## config.mk

```make
export PLATFORM = sky130hd
export DESIGN_NAME = echo_request_input_flat
export DESIGN_NICKNAME = d
export VERILOG_FILES = /design/src/rtl/echo_request_input_pkg.sv /design/src/rtl/echo_request_input_if.sv /design/src/rtl/echo_request_input_fifo2.sv /design/src/rtl/echo_request_input.sv /design/src/flat_wrapper.sv
export SDC_FILE = /design/constraint.sdc
export NUM_CORES = 1
export LEC_CHECK = 0
export CAP_MARGIN = 20
export CORE_UTILIZATION = 30
export DETAILED_ROUTE_END_ITERATION = 7
export PLACE_DENSITY = 0.51
export SYNTH_ARGS = -nofsm -noshare
export SYNTH_HDL_FRONTEND = slang
export SYNTH_SLANG_ARGS = --single-unit
```

## constraint.sdc

```tcl
create_clock -name CLK -period 8.2 [get_ports CLK]
set_input_delay 0.82 -clock CLK [delete_from_list [all_inputs] [get_ports CLK]]
set_output_delay 0.82 -clock CLK [all_outputs]
set_load 0.01 [all_outputs]
```

## src/rtl/echo_request_input_pkg.sv

```systemverilog
// EchoRequest word layout and tag codes.
// Shared with the request serializer so both sides agree on the format.
package before1;

   localparam logic [31:0] TAG_SAY  = 32'd1;
   localparam logic [31:0] TAG_SAY2 = 32'd2;

   typedef struct packed {
      logic [31:0] meth;
      logic [31:0] v;
   } say_t;

   typedef struct packed {
      logic [31:0] pad;
      logic [15:0] meth;
      logic [15:0] v;
   } say2_t;

   typedef union packed {
      say_t  say;
      say2_t say2;
   } echo_union_t;

   typedef struct packed {
      logic [31:0] tag;
      echo_union_t data;
   } EchoRequest_data;

   localparam int unsigned WORD_W = $bits(EchoRequest_data);

   typedef enum logic [1:0] {
      FIFO_EMPTY = 2'd0,
      FIFO_ONE   = 2'd1,
      FIFO_FULL  = 2'd2
   } fifo_state_e;

   typedef enum logic [1:0] {
      KIND_NONE = 2'd0,
      KIND_SAY  = 2'd1,
      KIND_SAY2 = 2'd2,
      KIND_BAD  = 2'd3
   } tag_kind_e;

   function automatic tag_kind_e decode_tag(input logic [31:0] tag);
      tag_kind_e k;
      case (tag)
         TAG_SAY:  k = KIND_SAY;
         TAG_SAY2: k = KIND_SAY2;
         default:  k = KIND_BAD;
      endcase
      return k;
   endfunction

endpackage

```

## src/rtl/echo_request_input_if.sv

```systemverilog
// Transport-side enqueue port and client-side method port
// of the EchoRequest pipe.
interface pipe_in_if;
  import before1::*;

  logic            enq__ENA;
  EchoRequest_data enq_v;
  logic            enq__RDY;

  modport master (
    output enq__ENA,
    output enq_v,
    input  enq__RDY
  );

  modport slave (
    input  enq__ENA,
    input  enq_v,
    output enq__RDY
  );
endinterface

interface echo_request_if;
  logic        say__ENA;
  logic [31:0] say_meth;
  logic [31:0] say_v;
  logic        say__RDY;
  logic        say2__ENA;
  logic [15:0] say2_meth;
  logic [15:0] say2_v;
  logic        say2__RDY;

  modport master (
    output say__ENA,
    output say_meth,
    output say_v,
    input  say__RDY,
    output say2__ENA,
    output say2_meth,
    output say2_v,
    input  say2__RDY
  );

  modport slave (
    input  say__ENA,
    input  say_meth,
    input  say_v,
    output say__RDY,
    input  say2__ENA,
    input  say2_meth,
    input  say2_v,
    output say2__RDY
  );
endinterface

```

## src/rtl/echo_request_input_fifo2.sv

```systemverilog
// Two-entry FIFO with a registered head and no flow-through.
// slot0 always holds the head; slot1 holds the second word when full.
module echo_pipe_fifo2 #(
   parameter int unsigned WIDTH = 8
) (
   input  logic             clk,
   input  logic             rst,
   input  logic             enq,
   input  logic [WIDTH-1:0] enq_data,
   input  logic             deq,
   output logic             full,
   output logic             empty,
   output logic [WIDTH-1:0] head
);
   import before1::*;

   fifo_state_e      state;
   fifo_state_e      state_next;
   logic [WIDTH-1:0] slot0;
   logic [WIDTH-1:0] slot1;
   logic             enq_fire;
   logic             deq_fire;

   assign full     = (state == FIFO_FULL);
   assign empty    = (state == FIFO_EMPTY);
   assign enq_fire = enq && !full;
   assign deq_fire = deq && !empty;
   assign head     = slot0;

   // occupancy register
   always_ff @(posedge clk) begin
      if (rst) state <= FIFO_EMPTY;
      else     state <= state_next;
   end

   // next occupancy from the enqueue/dequeue pair
   always_comb begin
      state_next = state;
      case (state)
         FIFO_EMPTY: begin
            if (enq_fire) state_next = FIFO_ONE;
         end
         FIFO_ONE: begin
            if (enq_fire && !deq_fire)
               state_next = FIFO_FULL;
            else if (!enq_fire && deq_fire)
               state_next = FIFO_EMPTY;
         end
         FIFO_FULL: begin
            if (deq_fire) state_next = FIFO_ONE;
         end
         default: state_next = FIFO_EMPTY;
      endcase
   end

   // data slots; a simultaneous push/pop at one entry replaces the head
   always_ff @(posedge clk) begin
      if (rst) begin
         slot0 <= '0;
         slot1 <= '0;
      end else begin
         case (state)
            FIFO_EMPTY: begin
               if (enq_fire) slot0 <= enq_data;
            end
            FIFO_ONE: begin
               if (enq_fire && deq_fire)
                  slot0 <= enq_data;
               else if (enq_fire)
                  slot1 <= enq_data;
            end
            FIFO_FULL: begin
               if (deq_fire) slot0 <= slot1;
            end
            default: ;
         endcase
      end
   end

endmodule

```

## src/rtl/echo_request_input.sv

```systemverilog
// EchoRequest pipe receiver: buffers tagged words and dispatches
// them as say/say2 calls; unknown tags are dropped and counted.
module echo_request_input
  import before1::*;
#(
  parameter int unsigned DEPTH = 2,
  parameter int unsigned CNT_W = 16
) (
  input  logic             CLK,
  input  logic             RST,
  pipe_in_if.slave         pipe,
  echo_request_if.master   request,
  output logic [CNT_W-1:0] bad_tag_cnt
);

  if (DEPTH != 2) begin : g_depth_check
    $error("echo_request_input supports DEPTH == 2 only");
  end

  EchoRequest_data head;
  logic            full;
  logic            empty;
  logic            deq;
  logic            drop;
  tag_kind_e       kind;

  echo_pipe_fifo2 #(
    .WIDTH(WORD_W)
  ) u_fifo (
    .clk     (CLK),
    .rst     (RST),
    .enq     (pipe.enq__ENA),
    .enq_data(pipe.enq_v),
    .deq     (deq),
    .full    (full),
    .empty   (empty),
    .head    (head)
  );

  assign pipe.enq__RDY = !RST && !full;
  assign deq = request.say__ENA
            || request.say2__ENA
            || drop;

  always_comb begin
    kind = KIND_NONE;
    if (!empty) kind = decode_tag(head.tag);
  end

  always_comb begin
    request.say__ENA  = 1'b0;
    request.say2__ENA = 1'b0;
    drop              = 1'b0;
    if (!RST) begin
      case (kind)
        KIND_SAY:  request.say__ENA  = request.say__RDY;
        KIND_SAY2: request.say2__ENA = request.say2__RDY;
        KIND_BAD:  drop              = 1'b1;
        default: ;
      endcase
    end
  end

  always_comb begin
    request.say_meth  = '0;
    request.say_v     = '0;
    request.say2_meth = '0;
    request.say2_v    = '0;
    if (kind == KIND_SAY) begin
      request.say_meth = head.data.say.meth;
      request.say_v    = head.data.say.v;
    end
    if (kind == KIND_SAY2) begin
      request.say2_meth = head.data.say2.meth;
      request.say2_v    = head.data.say2.v;
    end
  end

  always_ff @(posedge CLK) begin
    if (RST)
      bad_tag_cnt <= '0;
    else if (drop && !(&bad_tag_cnt))
      bad_tag_cnt <= bad_tag_cnt + 1'b1;
  end

endmodule

```

## src/flat_wrapper.sv

```systemverilog
// flat-port wrapper written by rule: the top's interface ports become plain ports
module echo_request_input_flat import before1::*;
#(
  parameter int unsigned DEPTH = 2,
  parameter int unsigned CNT_W = 16
)
  (CLK, RST, bad_tag_cnt, pipe_enq__ENA, pipe_enq_v, pipe_enq__RDY, request_say__ENA, request_say_meth, request_say_v, request_say__RDY, request_say2__ENA, request_say2_meth, request_say2_v, request_say2__RDY);
  pipe_in_if pipe_i ();
  echo_request_if request_i ();
  input  logic CLK;
  input  logic RST;
  output logic [CNT_W-1:0] bad_tag_cnt;
  input wire logic [$bits(pipe_i.enq__ENA)-1:0] pipe_enq__ENA;
  input wire logic [$bits(pipe_i.enq_v)-1:0] pipe_enq_v;
  output wire logic [$bits(pipe_i.enq__RDY)-1:0] pipe_enq__RDY;
  output wire logic [$bits(request_i.say__ENA)-1:0] request_say__ENA;
  output wire logic [$bits(request_i.say_meth)-1:0] request_say_meth;
  output wire logic [$bits(request_i.say_v)-1:0] request_say_v;
  input wire logic [$bits(request_i.say__RDY)-1:0] request_say__RDY;
  output wire logic [$bits(request_i.say2__ENA)-1:0] request_say2__ENA;
  output wire logic [$bits(request_i.say2_meth)-1:0] request_say2_meth;
  output wire logic [$bits(request_i.say2_v)-1:0] request_say2_v;
  input wire logic [$bits(request_i.say2__RDY)-1:0] request_say2__RDY;
  assign pipe_i.enq__ENA = pipe_enq__ENA;
  assign pipe_i.enq_v = pipe_enq_v;
  assign pipe_enq__RDY = pipe_i.enq__RDY;
  assign request_say__ENA = request_i.say__ENA;
  assign request_say_meth = request_i.say_meth;
  assign request_say_v = request_i.say_v;
  assign request_i.say__RDY = request_say__RDY;
  assign request_say2__ENA = request_i.say2__ENA;
  assign request_say2_meth = request_i.say2_meth;
  assign request_say2_v = request_i.say2_v;
  assign request_i.say2__RDY = request_say2__RDY;
  echo_request_input #(.DEPTH(DEPTH), .CNT_W(CNT_W)) u_core (.CLK(CLK), .RST(RST), .pipe(pipe_i), .request(request_i), .bad_tag_cnt(bad_tag_cnt));
endmodule
```

==> flow_metrics.py <==
metrics = {
    "yosys": {
        "syn-num-nets": 1213,
        "yosysSeqAreaShare": 0.4387,
        "synth_top_area_share": 0.4387,
        "synth.avg_cell_area_sq_um": 8.649,
        "synth_seq_cells": 210,
        "synth_area_sq_mm": 0.009583,
        "yosysWarnings": 0,
        "yosysUniqueCellTypes": 39,
        "synth_area_leaders": "dfxtp_1 (44%), a21oi_1 (10%), mux2i_1 (10%)",
        "yosysTopAreaCell": "dfxtp_1",
        "synth_cells": 1108,
    },
    "critical_path": {
        "path_cells": "nor4_1 -> nand4_1 -> or2_2 -> nor3_2 -> buf_4 -> and2_1 -> clkdlybuf4s50_1",
        "endpoint_kind": "output pin",
        "slowest_stage": "nor3_2",
        "worstPathArrival_ns": 3.85,
        "r2r_start": "u_core.u_fifo.state[0]",
        "cpPeakStageDelay_ns": 0.56,
        "critPathMaxFanout": 54,
        "cp-start-kind": "flop",
        "cp.required_ns": 7.38,
        "rrSetupSlack_ns": 4.05,
        "reg2reg_depth": 8,
        "r2r-end": "u_core.u_fifo.head[42]",
        "critPathKind": "reg2out",
    },
    "run_status": {
        "run_status": "finished with violations",
        "violations": "design-rule violations",
    },
    "clocking": {
        "cts.htree.levels": 1,
        "cts_resized": 0,
        "clk_pin_slew_worst_paths_ns": 0.05,
        "cts-root-buf": "clkbuf_16",
        "hold_buffers": 0,
        "numClockSinks": 210,
        "post-cts-setup-buffer-count": 0,
        "cts_tree": "done",
        "numCtsBuffers": 25,
        "clockBufferDepth": 3,
        "worstSkewPairLatency_ns": 0.52,
    },
    "floorplan": {
        "die-area_sq_mm": 0.03266,
        "ios": 216,
        "start_util": 0.3045,
        "die_h_um": 180.7,
        "core_sq_mm": 0.03147,
        "rows": 65,
        "die_w_um": 180.7,
    },
    "timing": {
        "max_clock_freq_ghz": 0.2143,
        "slew_headroom": 0.3272,
        "setup_ws_ns": 3.534,
        "worstMarginPinSlew_ns": 1.009,
        "drv_slew": 0,
        "setup_viol": 0,
        "hold_viol_final": 0,
        "clock_skew_ns": 0.006964,
        "grt_setup_unrepaired": "false",
        "timing.final.crit_period_ns": 4.666,
        "fin_tns_setup_ns": 0,
        "fin_crit_sh": 0.5690,
    },
    "cells_and_area": {
        "multi_input_area_sq_mm": 0.004974,
        "synthToLayoutAreaGrowth_pct": 33.66,
        "postLayoutCellArea_sq_mm": 0.01281,
        "fin_nets": 1365,
        "fill_cells": 3158,
        "ff_latch_area_sq_mm": 0.004204,
        "utilization": 0.4070,
        "post_route_cells_drive_above_1_share": 0.08131,
    },
    "global_routing": {
        "grt_pass1_vias": 7563,
        "grt-ovfl-total": 0,
        "grt_pass1_wl_um": 44390,
        "antenna_found_initial": 2,
        "grt_max_degree": 97,
        "grt_usage": 0.1682,
    },
    "placement": {
        "post-place-ws_ns": 3.778,
        "place_hpwl_um": 17740,
        "dpl_cell_area_sq_mm": 0.01195,
        "io_buffers": 215,
        "gp_congestion": 0.7929,
    },
    "detailed_routing": {
        "drc": 2,
        "vias": 8342,
        "antenna_left": 0,
        "drt-pass1-iter-count": 7,
        "wire_per_inst_um": 16.84,
        "vias_per_cell": 4.960,
        "first_iter_violations": 525,
        "routed_wl_um": 28320,
    },
    "power_and_ir_drop": {
        "p_sw_frac": 0.2517,
        "p_per_area_mw_per_mm2": 197.8,
        "p_leak_nw": 5.004,
        "power.internal_w": 0.001896,
        "clockPowerShare": 0.433,
        "p_seq_frac": 0.448,
        "vdd_drop_max_mv": 0.1254,
        "power_switching_w": 0.0006377,
        "share_comb_of_total_power": 0.118,
    },
    "min_path": {
        "hold_path_class": "reg2reg",
        "min_to": "u_core.u_fifo.slot1[38]",
        "min_from": "u_core.u_fifo.slot1[38]",
        "min_path_cells": 2,
    },
    "run": {
        "max-cap-violations": 0,
    },
}
[cell type report]
| type | count | area share |
|---|---|---|
| sequential | 210 | 0.3282 |
| multi-input combinational | 789 | 0.3883 |
| inverter | 7 | 0.002051 |
| antenna | 1 | 0.0001954 |
| timing repair buffer | 227 | 0.1769 |
| tap | 402 | 0.03927 |
| clock buffer | 40 | 0.06027 |
| clock inverter | 6 | 0.004787 |
[power groups by stage]
stage / Sequential [W] / Combinational (W) / Clock, W
4_1_cts: 0.00114 / 0.000304 / 0.00113
2_1_floorplan: 0.00114 / 0.000200 / 0
3_3_place_gp: 0.00116 / 0.000299 / 0
5_1_grt: 0.00114 / 0.000332 / 0.00117
3_5_place_dp: 0.00116 / 0.000303 / 0
6_report: 0.00114 / 0.000299 / 0.00110
[cell usage in the layout, fill, tap and decap left out, drive strengths merged, types with 2 or more instances in the layout]
cell and instances:
o31ai 7, o311ai 4, nor3 7, o22a 2
o21ai 6, clkinv 3, o211ai 2, a21oi 200
nand3 5, nand4 9, nor2 10, clkbuf 41
nor2b 3, o41ai 2, mux2i 99, inv 8
a211oi 97, and2 101, o2111ai 2, nor4 7
nand2 198, ha 4, buf 12, or4 8
clkdlybuf4s50 214, nand2b 3, or3 5, dfxtp 210
[synth_stat cells (all sizes together)]
cell type  count
and2         101
dfxtp        210
nor3           7
ha             4
and3           1
o21ai          6
o22a           2
a211oi        97
nor3b          1
mux2i         99
inv            7
o21bai         1
nor2          10
a32oi          1
o2111ai        2
clkbuf        82
nor2b          3
o22ai          1
nand2        198
o211ai         2
o41ai          2
or2            1
nand4          9
nand3          5
o31ai          7
o311a          1
a21oi        200
or4            8
o311ai         4
nand2b         3
or3            5
nor4           7
mux2           1
buf           20
[registers in the layout, summed over array words and instances (netlist names)]
name	count
u_core.u_fifo.slot1	96
u_core.u_fifo.head	96
u_core.bad_tag_cnt	16
u_core.u_fifo.state	2
[per-layer routing]
| metal | up-vias | part of all wire | GRT usage |
|---|---|---|---|
| li1 | 4212 | - | - |
| met4 | 2 | 0.016 | 0.03761 |
| met2 | 215 | 0.44 | 0.2539 |
| met3 | 32 | 0.049 | 0.02399 |
| met1 | 3881 | 0.49 | 0.2503 |
| met5 | - | 0.00039 | 0 |
[worst max-delay path by stage]
stage | to | depth (start not counted) | slack (ns) | startpoint
final | request_say_meth[16] | 7 | 3.53 | u_core.u_fifo.head[82]
after global routing | request_say_meth[8] | 7 | 3.26 | u_core.u_fifo.head[82]
after CTS | request_say_meth[16] | 7 | 3.38 | u_core.u_fifo.head[82]
after detailed placement | u_core.u_fifo.head[44] | 10 | 3.78 | RST
after global placement | u_core.u_fifo.head[36] | 10 | 3.83 | RST
after floorplan | u_core.u_fifo.head[10] | 13 | 5.02 | u_core.u_fifo.state[0]
[worst max-delay path: cells and delay by family (launching register included)]
family	cells	cell delay [ns]
buf+inv	2	1.09
simple gates	5	1.91
flops	1	0.31
[metrics by stage]
stage / instances / total power (W) / hold slack (ns)
detailed placement: 1634 / 0.001461 / 0.4458
floorplan: 1108 / 0.001338 / 0.4357
CTS: 1680 / 0.002573 / 0.4535
finish: 1682 / 0.002534 / 0.4501
global placement: 1634 / 0.001456 / 0.4404
global route: 1682 / 0.002651 / 0.4668
[cell families (layout without fill, tap and decap cells)]
kind of cell    after synthesis  count (layout)  share of synthesized area
simple gates                359             359                     0.1797
flops                       210             210                     0.4387
fa+ha+maj                     4               4                   0.005223
other cells                   0               1                          0
compound gates              326             326                     0.2241
buf+inv                     109             280                    0.04779
mux                         100             100                     0.1046
No activity file was read; power rests on OpenSTA's default activity.
==> patch: new RTL, config.mk and constraints unchanged <==
`CNT_W` is set to 16 in 2 places; all go to 32.
--- a/src/rtl/echo_request_input.sv
+++ b/src/rtl/echo_request_input.sv
@@ -6,3 +6,3 @@
   parameter int unsigned DEPTH = 2,
-  parameter int unsigned CNT_W = 16
+  parameter int unsigned CNT_W = 32
 ) (
--- a/src/flat_wrapper.sv
+++ b/src/flat_wrapper.sv
@@ -4,3 +4,3 @@
   parameter int unsigned DEPTH = 2,
-  parameter int unsigned CNT_W = 16
+  parameter int unsigned CNT_W = 32
 )
Ports: changed (resized bad_tag_cnt); port bits go from 216 to 232. No check against the original RTL was run, so the function may have changed too.
==> patch against the unedited design <==
Design area rose by 5.6%; global-route usage rose by 0.19 points; count of clock-buffer cells in the layout fell by 1; sequential cell count rose by 16; routed wire length rose by 3.6%; non-clock buffer count rose by 15; total power rose by 8.5%; area after synthesis rose by 5.0%; setup slack improved by 260 ps; critical endpoint is now request_say_meth[26]; largest power group is now the clock network.
==> patch: results (changes against the unedited design) <==
* Status: completed (was finished with violations)
* Reg2Reg Depth at 10 (was 8)
* Synth Cell Area at 0.0101 mm2 (was 0.00958 mm2)
* Slew @ Worst Pin at 1060 ps (was 1010 ps)
* DRT Pass-1 Iters at 5 (was 7)
* Cell Pwr Density at 203 mW/mm2 (was 198 mW/mm2)
* Clock network area share at 6.81% (was 6.51%)
* Worst hold slack at 453 ps (was 450 ps)
* Count of input and output buffers at 231 (was 215)
* Layout Skew at 8.74 ps (was 6.96 ps)
* Total track usage at 17.0% (was 16.8%)
* DRT iter0 DRCs at 517 (was 525)
* Clk pwr share at 44.8% (was 43.3%)
* Cells after synthesis at 1299 (was 1108)
* Vias per cell at 4.82 (was 4.96)
* Worst Setup Slack post-DPL at 4080 ps (was 3780 ps)
* Sw Ratio at 24.9% (was 25.2%)
* Vias in the first global route at 8552 (was 7563)
* Metal-1 WL at 14000 um (about the same)
* Worst setup startpoint: u_core.u_fifo.head[75] (was u_core.u_fifo.head[82])
* Largest net degree at the start of global routing at 105 (was 97)
* CTS Buf Count at 27 (was 25)
* Post-synthesis net count at 1403 (was 1213)
* First-pass GRT wire length at 47200 um (was 44400 um)
* P_leak at 4.78 nW (was 5.00 nW)
* Crit path DAT at 3580 ps (was 3850 ps)
* Worst Hold Endpoint: u_core.u_fifo.slot1[83] (was u_core.u_fifo.slot1[38])
* Peak VDD IR at 0.000130 V (was 0.000125 V)
* Non-Filler Instances at 1925 (was 1682)
* Seq cells post-synth at 226 (was 210)
* Fin util at 41.3% (was 40.7%)
* Crit path to: request_say_meth[26] (was request_say_meth[16])
* Fmax at 227 MHz (was 214 MHz)
* Post-DP HPWL at 17800 um (was 17700 um)
* Non-clock buffers at 242 (was 227)
* Cell Area, Placed at 0.0126 mm2 (was 0.0119 mm2)
* Register Area at 0.00452 mm2 (was 0.00420 mm2)
* Gp weighted congestion at 0.716 (was 0.793)
* Routed wl met2 at 13300 um (was 12500 um)
* Terminus of the critical flop-to-flop path: u_core.u_fifo.slot1[59] (was u_core.u_fifo.head[42])
* Fillers at 3392 (was 3158)
* Yosys cell types at 58 (was 39)
* Multi-input gate count at 961 (was 789)
* Wire length on met3 at 1570 um (was 1390 um)
* Sequential area share after synthesis at 44.9% (was 43.9%)
patch: cell types whose count changed after synthesis, sizes merged, moves of 9 or more:
cell    delta
nor2     +109
dfxtp     +16
mux2i     -96
a211oi    -96
nand3      +9
a311oi    +96
nand2    +202
a21oi     -85
patch: per-layer routing:
layer / global-route usage (%) / vias up
li1: - / 4736
met1: 23.6 / 4305
met2: 27.2 / 215
met3: 3.11 / 27
met4: 3.80 / 2
met5: 0 / -
patch: critical path, cell delays in order (launching register included):
cell and delay (ps):
dfxtp_1 310, nor4_1 330, nand4_1 350, nor3_1 300
o21ai_0 250, nor2_4 150, buf_4 510, and2_1 290
clkdlybuf4s50_1 560
patch: cells by family after synthesis:
| kind of cell | synth area share, % |
|---|---|
| adder cells (fa/ha/maj) | 0.373 |
| flip-flops | 44.9 |
| AND/OR/NAND/NOR | 31.6 |
| buffers and inverters | 4.85 |
| XOR/XNOR | 0.609 |
| AO/OA/AOI/OAI | 16.9 |
| multiplexers | 0.746 |
